==> src/rtl/teacher_if.sv <==
// Purpose: handshake bundle between the teacher and its perceptron-side
//          environment.
//   res_stb/res_dat/res_rdy : perceptron result stream (into the teacher)
//   tgt_stb/tgt_dat/tgt_rdy : target label stream (into the teacher)
//   err_stb/err_dat/err_rdy : signed error stream (out of the teacher)
// The slave modport is the teacher's view. The master modport is the
// environment's view: it produces results and targets and consumes errors.
interface teacher_if;
   logic        res_stb;
   logic [7:0]  res_dat;
   logic        res_rdy;
   logic        tgt_stb;
   logic [7:0]  tgt_dat;
   logic        tgt_rdy;
   logic        err_stb;
   logic [15:0] err_dat;
   logic        err_rdy;

   modport slave (
      input  res_stb, res_dat, tgt_stb, tgt_dat, err_rdy,
      output res_rdy, tgt_rdy, err_stb, err_dat
   );

   modport master (
      output res_stb, res_dat, tgt_stb, tgt_dat, err_rdy,
      input  res_rdy, tgt_rdy, err_stb, err_dat
   );
endinterface

==> src/rtl/teacher.sv <==
// Purpose: training supervisor for a perceptron. It collects one result and
//          one target, sends back err = sext(tgt - res) << SCALE, and counts
//          samples per epoch. The sticky done flag is raised after an epoch
//          whose errors were all zero.
// Ports:
//   clk     : rising-edge clock
//   rst     : asynchronous, active-low reset
//   en      : enable; low freezes all state and blocks every transfer
//   bus     : teacher_if.slave (res/tgt streams in, err stream out)
//   done    : sticky "clean epoch seen" flag
//   cnt_dat : saturating count of non-zero errors sent
// Optional feature: define TEACHER_STATS_EN to build the mismatch counter.
//   Without it, cnt_dat is tied to zero.
module teacher #(
   parameter int unsigned SCALE   = 0,
   parameter int unsigned SAMPLES = 4
) (
   input  logic          clk,
   input  logic          rst,
   input  logic          en,
   teacher_if.slave      bus,
   output logic          done,
   output logic [15:0]   cnt_dat
);

   localparam int unsigned DAT_W = 8;
   localparam int unsigned ERR_W = 16;
   localparam int unsigned CNT_W = 8;

   typedef enum logic [1:0] {IDLE, CALC, SEND} state_t;

   state_t             state_q, state_d;
   logic               res_v_q, tgt_v_q;
   logic               res_v_d, tgt_v_d;
   logic [DAT_W-1:0]   res_q, tgt_q;
   logic               err_stb_q;
   logic [ERR_W-1:0]   err_dat_q;
   logic [CNT_W-1:0]   samp_q;
   logic               clean_q;
   logic               done_q;

   logic               res_xfer, tgt_xfer, err_xfer;
   logic               err_zero;
   logic [DAT_W:0]     diff;
   logic [ERR_W-1:0]   err_calc;

   // Each register accepts a new value only while it is empty.
   assign bus.res_rdy = en & ~res_v_q;
   assign bus.tgt_rdy = en & ~tgt_v_q;
   assign bus.err_stb = err_stb_q;
   assign bus.err_dat = err_dat_q;
   assign done        = done_q;

   assign res_xfer = bus.res_stb & bus.res_rdy & en;
   assign tgt_xfer = bus.tgt_stb & bus.tgt_rdy & en;
   assign err_xfer = bus.err_stb & bus.err_rdy & en;
   assign err_zero = (err_dat_q == '0);

   // 9-bit signed difference, sign-extended to 16 bits and then scaled.
   assign diff     = {1'b0, tgt_q} - {1'b0, res_q};
   assign err_calc = {{(ERR_W-DAT_W-1){diff[DAT_W]}}, diff} << SCALE;

   // Next-state and next-valid logic. IDLE leaves on the edge that makes
   // both flags valid, so err_stb rises two cycles after the last input.
   always_comb begin
      state_d = state_q;
      res_v_d = res_v_q;
      tgt_v_d = tgt_v_q;
      if (err_xfer) begin
         res_v_d = 1'b0;
         tgt_v_d = 1'b0;
      end else begin
         if (res_xfer) res_v_d = 1'b1;
         if (tgt_xfer) tgt_v_d = 1'b1;
      end
      case (state_q)
         IDLE:    if (en && res_v_d && tgt_v_d) state_d = CALC;
         CALC:    if (en) state_d = SEND;
         SEND:    if (err_xfer) state_d = IDLE;
         default: state_d = IDLE;
      endcase
   end

   // State register.
   always_ff @(posedge clk or negedge rst) begin
      if (!rst) state_q <= IDLE;
      else if (en) state_q <= state_d;
   end

   // Input registers and valid flags.
   always_ff @(posedge clk or negedge rst) begin
      if (!rst) begin
         res_v_q <= 1'b0;
         tgt_v_q <= 1'b0;
         res_q   <= '0;
         tgt_q   <= '0;
      end else if (en) begin
         res_v_q <= res_v_d;
         tgt_v_q <= tgt_v_d;
         if (res_xfer) res_q <= bus.res_dat;
         if (tgt_xfer) tgt_q <= bus.tgt_dat;
      end
   end

   // Error output registers. The error is captured in CALC and stays put
   // for the whole of SEND.
   always_ff @(posedge clk or negedge rst) begin
      if (!rst) begin
         err_stb_q <= 1'b0;
         err_dat_q <= '0;
      end else if (en) begin
         err_stb_q <= (state_d == SEND);
         if (state_q == CALC) err_dat_q <= err_calc;
      end
   end

   // Epoch bookkeeping. On the last sample, the clean test folds in the
   // current error before the flag is re-armed for the next epoch.
   always_ff @(posedge clk or negedge rst) begin
      if (!rst) begin
         samp_q  <= '0;
         clean_q <= 1'b1;
         done_q  <= 1'b0;
      end else if (err_xfer) begin
         if (samp_q == CNT_W'(SAMPLES - 1)) begin
            samp_q  <= '0;
            clean_q <= 1'b1;
            if (clean_q && err_zero) done_q <= 1'b1;
         end else begin
            samp_q <= samp_q + CNT_W'(1);
            if (!err_zero) clean_q <= 1'b0;
         end
      end
   end

`ifdef TEACHER_STATS_EN
   logic [15:0] cnt_q;

   // Saturating count of non-zero errors sent.
   always_ff @(posedge clk or negedge rst) begin
      if (!rst) cnt_q <= '0;
      else if (err_xfer && !err_zero && (cnt_q != 16'hFFFF)) cnt_q <= cnt_q + 16'd1;
   end

   assign cnt_dat = cnt_q;
`else
   assign cnt_dat = '0;
`endif

endmodule

==> src/flat_wrapper.sv <==
// flat-port wrapper written by rule: the top's interface ports become plain ports
module teacher_flat 
#(
   parameter int unsigned SCALE   = 0,
   parameter int unsigned SAMPLES = 4
)
  (clk, rst, en, done, cnt_dat, bus_res_stb, bus_res_dat, bus_tgt_stb, bus_tgt_dat, bus_err_rdy, bus_res_rdy, bus_tgt_rdy, bus_err_stb, bus_err_dat);
  teacher_if bus_i ();
  input  logic clk;
  input  logic rst;
  input  logic en;
  output logic done;
  output logic [15:0] cnt_dat;
  input wire logic [$bits(bus_i.res_stb)-1:0] bus_res_stb;
  input wire logic [$bits(bus_i.res_dat)-1:0] bus_res_dat;
  input wire logic [$bits(bus_i.tgt_stb)-1:0] bus_tgt_stb;
  input wire logic [$bits(bus_i.tgt_dat)-1:0] bus_tgt_dat;
  input wire logic [$bits(bus_i.err_rdy)-1:0] bus_err_rdy;
  output wire logic [$bits(bus_i.res_rdy)-1:0] bus_res_rdy;
  output wire logic [$bits(bus_i.tgt_rdy)-1:0] bus_tgt_rdy;
  output wire logic [$bits(bus_i.err_stb)-1:0] bus_err_stb;
  output wire logic [$bits(bus_i.err_dat)-1:0] bus_err_dat;
  assign bus_i.res_stb = bus_res_stb;
  assign bus_i.res_dat = bus_res_dat;
  assign bus_i.tgt_stb = bus_tgt_stb;
  assign bus_i.tgt_dat = bus_tgt_dat;
  assign bus_i.err_rdy = bus_err_rdy;
  assign bus_res_rdy = bus_i.res_rdy;
  assign bus_tgt_rdy = bus_i.tgt_rdy;
  assign bus_err_stb = bus_i.err_stb;
  assign bus_err_dat = bus_i.err_dat;
  teacher #(.SCALE(SCALE), .SAMPLES(SAMPLES)) u_core (.clk(clk), .rst(rst), .en(en), .bus(bus_i), .done(done), .cnt_dat(cnt_dat));
endmodule
==> config.mk <==
export PLATFORM = sky130hd
export DESIGN_NAME = teacher_flat
export DESIGN_NICKNAME = d
export VERILOG_FILES = /design/src/rtl/teacher_if.sv /design/src/rtl/teacher.sv /design/src/flat_wrapper.sv
export SDC_FILE = /design/constraint.sdc
export NUM_CORES = 1
export LEC_CHECK = 0
export ABC_AREA = 1
export CORE_ASPECT_RATIO = 1.4
export CORE_UTILIZATION = 35
export CTS_CLUSTER_DIAMETER = 80
export CTS_CLUSTER_SIZE = 12
export DETAILED_ROUTE_END_ITERATION = 8
export PLACE_DENSITY_LB_ADDON = 0.3
export SYNTH_ARGS = -nofsm -noshare
export SYNTH_HDL_FRONTEND = slang
export SYNTH_SLANG_ARGS = --single-unit
==> constraint.sdc <==
create_clock -name clk -period 1.6 [get_ports clk]
set_input_delay 0.16 -clock clk [delete_from_list [all_inputs] [get_ports clk]]
set_output_delay 0.16 -clock clk [all_outputs]
set_load 0.005 [all_outputs]
# Word-level counts from Yosys, hierarchy flattened

Cells that the tools add are included.

Add/subtract/negate cells: 2
Multipliers: 0
Divide/modulo/power cells: 0
$lt $le $gt $ge: 0
Equal/unequal tests: 5
Shift operators: 0
Mux-type cells: 11
Bitwise gates (word level): 10
Reductions and logical operators: 10

Operators with widths:

| operator                                      | count |
|---|---|
| logical NOT 16 bit                            | 1 |
| subtractor 8 x 8 -> 9 bit                     | 1 |
| adder 8 x 1 -> 8 bit, second input constant   | 1 |
| AND 1 bit                                     | 8 |
| == test 8 x 2 -> 1 bit, second input constant | 1 |
| 2-to-1 mux 8 bit                              | 1 |
| AND reduction 2 bit                           | 4 |
| 2-to-1 mux 1 bit                              | 6 |
| 2-to-1 mux 2 bit                              | 3 |
| one-hot mux 2 bit (3 select lines)            | 1 |
| == test 2 bit, second input constant          | 2 |
| logical AND 1 bit                             | 3 |
| AND reduction 3 bit                           | 1 |
| == test 2 x 1 -> 1 bit, second input constant | 1 |
| logical NOT 2 bit                             | 1 |
| != test 2 bit, second input constant          | 1 |
| inverter 1 bit                                | 2 |

Flip-flop bits (word level): 40
Latch bits: 0
RAM bits: 0
ROM bits: 0
Input bits: 22
Output and inout port bits: 36
Logic and storage cells: 48
Memories kept: 0

# Longest topological paths before layout

Depth in word-level cells: 11
Gate-level depth with buffers: 10
Mapped depth without buffers: 10

# Least setup slack after synthesis

OpenSTA, ideal clock, no wires.

Path kind: register -> register
Start: reg u_core.tgt_q[0]
End: reg, netlist name u_core.bus.err_dat[8]
Setup time: 0.133 ns
Arrival: 1.418 ns
Required time: 1.467 ns
Slack: 0.049 ns
Stages on the path, launching flop included: 8
Path buffers: 0
Clock period less this slack: 1.551 ns
Path through: dfrtp_1 inv_1 ha_1 fa_1 o21ai_0 nand2_1 nand3_1 o21ai_0

Word-level cells in the longest chain between the ends: 1

RTL lines:

| element                   | RTL line       | text |
|---|---|---|
| start: declaration        | teacher.sv:35  | `logic [DAT_W-1:0] res_q, tgt_q;` |
| start signal: assignment  | teacher.sv:101 | `if (tgt_xfer) tgt_q <= bus.tgt_dat;` |
| subtractor 8 x 8 -> 9 bit | teacher.sv:60  | `assign diff = {1'b0, tgt_q} - {1'b0, res_q};` |

Every way passes these cells.
A chain may end at the register's enable or synchronous reset.

# Final worst setup path

Start: in en
End: out bus_res_rdy

Word-level cells in the longest chain between the ends: 1

RTL lines:

| element            | RTL line           | text |
|---|---|---|
| start: declaration | flat_wrapper.sv:11 | `input logic en;` |
| AND 1 bit          | teacher.sv:48      | `assign bus.res_rdy = en & ~res_v_q;` |
| end: declaration   | flat_wrapper.sv:19 | `output wire logic [$bits(bus_i.res_rdy)-1:0] bus_res_rdy;` |

Every way passes these cells.

==> flow_metrics.tcl <==
set metrics [dict create \
    synth_edf_count 0 \
    synthTopCellsByArea "dfrtp_1 43%, nand2_1 9.3%, buf_4 7.7%" \
    crit_path_frequent_cell "clkdlybuf4s50_1" \
    ant_nets 0 \
    final_nets 343 \
    area_growth_pct 24.2 \
    clk_path_buf_depth 2 \
    p_per_area_nw_per_um2 1650 \
    ys_seq_elements 40 \
    grt_max_degree 23 \
    p_leak_nw 1.38 \
    timing.final.crit_share 0.955 \
    drv_slew 0 \
    cap_viol_max_count 0 \
    netSwitchingFraction 0.380 \
    crit_required_ns 1.44 \
    drc 0 \
    r2r-start "u_core.tgt_q[0]" \
    cts_root_buf "clkbuf_8" \
    reg2reg_depth 7 \
    critPathTopFamily "buffers and inverters" \
    critPathMaxFanout 5 \
    grt_pass1_vias 1773 \
    power_switching_mw 1.75 \
    core_area_um2 6210 \
    synth_top_family_by_area "simple AND/OR/NAND/NOR gates" \
    yosysTopAreaCell "dfrtp_1" \
    clock_latency_ns 0.30 \
    arrival_ns 1.37 \
    drive_above_1_share 0.125 \
    hp-class "primary input to asynchronous set/reset pin" \
    final_common_cell "nand2_1" \
    drt-initial-drc-count 59 \
    peakVddDrop_uv 648 \
    async_reset_ff_frac 1.00 \
    fin_crit_ns 1.53 \
    grt_use_total 0.144 \
    cpMaxStageDelayCell "clkdlybuf4s50_1" \
    internal_power_mw 2.86 \
    dr.pass1.iters 4 \
    dp_slack_ns -0.0649 \
    finalWorstSetupSlack_ns 0.0725 \
    start_util 0.362 \
    utilization 0.450 \
    layout_common_cells "56 x nand2_1, 40 x clkdlybuf4s50_1, 39 x dfrtp_1" \
    power_frac_seq 0.368 \
    worst-path-buf-inv 3 \
    gp_congestion 0.826 \
    cts_made_buffers 5 \
    wl_um 4480 \
    die-area_um2 6760 \
    cts_tree "done" \
    path_cells "clkdlybuf4s50_1, inv_4, nor2_2, clkdlybuf4s50_1" \
    synth_top_area_frac 0.434 \
    setup_viol 0 \
    p_clk_frac 0.153 \
    cp.depth 4 \
    htreeDepth 2 \
    timing.rr.end "u_core.bus.err_dat[8]" \
    netlist_instances 264 \
    crit_start "en" \
    ys_types 34 \
    fmax_ghz 0.655 \
    die_x_um 69.8 \
    hpwl_um 3500 \
    outcome "finished clean" \
    synthFlopType "dfrtp_1" \
    final_area_um2 2790 \
    critPathMaxStageDelay_ns 0.52 \
    grt_pass1_wl_um 7740 \
    detailed_place.area_um2 2690 \
    cts_sinks 40 \
    clock_skew_ns 0.00865 \
    power_frac_comb 0.480 \
    synth_mux_area_frac 0.0350 \
    clkSlewWorstSetupHoldPaths_ns 0.08 \
    avgSynthCellArea_um2 8.52 \
    ios 58 \
    rows 34 \
    gr-total-overflow 0 \
    tns_ns 0 \
    die_h_um 96.9 \
    n_antenna_cell 0 \
    routed_via_density 4.63 \
    crit_type "primary input to output pin" \
    critPathLaunchType "primary input" \
    portBuffers 41 \
    syn_area_um2 2250 \
    cp-endpoint "bus_res_rdy" \
    yosys.area_share.xor_xnor 0.0234 \
    rsz0062_at_grt "false" \
    antenna_found_initial 0 \
    synth-compound-area-share 0.0762 \
    ys_seq_area_frac 0.445 \
    via_count 1778 \
    hold_viol 0 \
    synth_simple_gate_area_frac 0.212 \
    yosys_warnings 0 \
    crit_path_end_kind "output pin" \
    wl_per_cell_um 11.7 \
    r2r_setup_slack_ns 0.11 \
    synthAdderAreaFrac 0.0590 \
]
## worst min path at each step
stage / startpoint / end
after global routing: rst / u_core.res_q[3]
after CTS: rst / u_core.bus.err_dat[6]
after floorplan: rst / u_core.bus.err_dat[0]
after detailed placement: rst / u_core.tgt_q[2]
final: rst / u_core.bus.err_dat[6]
after global placement: rst / u_core.tgt_q[2]
## layout make-up
cell class	count	area (µm²)
clock buffer	6	82.6
sequential	40	1000
clock inverter	2	10.0
multi-input combinational	177	980
timing repair buffer	50	488
tap	72	90.1
inverter	37	141
fill	631	3420
## routing by layer
metal,global-route usage,routed length [µm]
met4,0.0508,72
met3,0.0427,216
met2,0.267,2360
met5,0,0
met1,0.153,1840
## kinds of logic after synthesis
group	count (synthesis)
adders and majority gates	10
buffers and inverters	62
AOI/OAI and AO/OA	30
xor gates and xnor gates	6
muxes	7
DFF	40
other	1
and+or+nand+nor	108
## through the flow
stage / total power, mW / hold WS (ns) / instances
5_1_grt: 5.04 / 0.382 / 384
4_1_cts: 4.66 / 0.348 / 384
3_3_place_gp: 3.87 / 0.135 / 375
6_report: 4.60 / 0.344 / 384
2_1_floorplan: 3.17 / -0.136 / 279
3_5_place_dp: 3.93 / 0.138 / 375
## synthesized netlist by cell type (2+ instances only)
cell	count
inv_1	34
o21ai_0	5
buf_4	23
o21ai_2	3
ha_1	9
nand3_1	16
xor2_1	3
inv_2	2
xnor2_1	3
nand4_1	2
nand2_1	56
nor2_1	23
nor3_1	5
mux2_2	7
dfrtp_1	39
a21oi_1	16
## worst register-to-register path, delay by kind of cell (launching register included)
kind | cells | cell delay, ns
adders and majority gates | 2 | 0.60
DFF | 1 | 0.32
AOI/OAI and AO/OA | 2 | 0.26
and+or+nand+nor | 2 | 0.14
buffers and inverters | 1 | 0.05
## power by group through the flow
stage          logic [mW]  registers, mW  clock network (mW)
2_1_floorplan        1.51           1.65                   0
3_3_place_gp         2.17           1.70                   0
3_5_place_dp         2.21           1.71                   0
4_1_cts              2.23           1.70               0.730
5_1_grt              2.52           1.75               0.769
6_report             2.21           1.69               0.702
## repair_timing
item | in CTS | in global routing
endpoints found under the hold margin | 18 | 0
hold buffers | 1 | 0
resized for setup | 1 | 2
buffers inserted | 0 | 0
endpoints found under the setup margin | 2 | 3
cloned | 0 | 0
## sequential cells by signal (all words and copies together), names as in the netlist
| name | count |
|---|---|
| u_core.res_q | 8 |
| u_core.bus.err_dat | 9 |
| u_core.samp_q | 8 |
| u_core.res_v_q | 1 |
| u_core.tgt_v_q | 1 |
| u_core.bus.err_stb | 1 |
| u_core.tgt_q | 8 |
| u_core.state_q | 2 |
| u_core.clean_q | 1 |
| u_core.done | 1 |
Power figures use the tool's default switching activity.
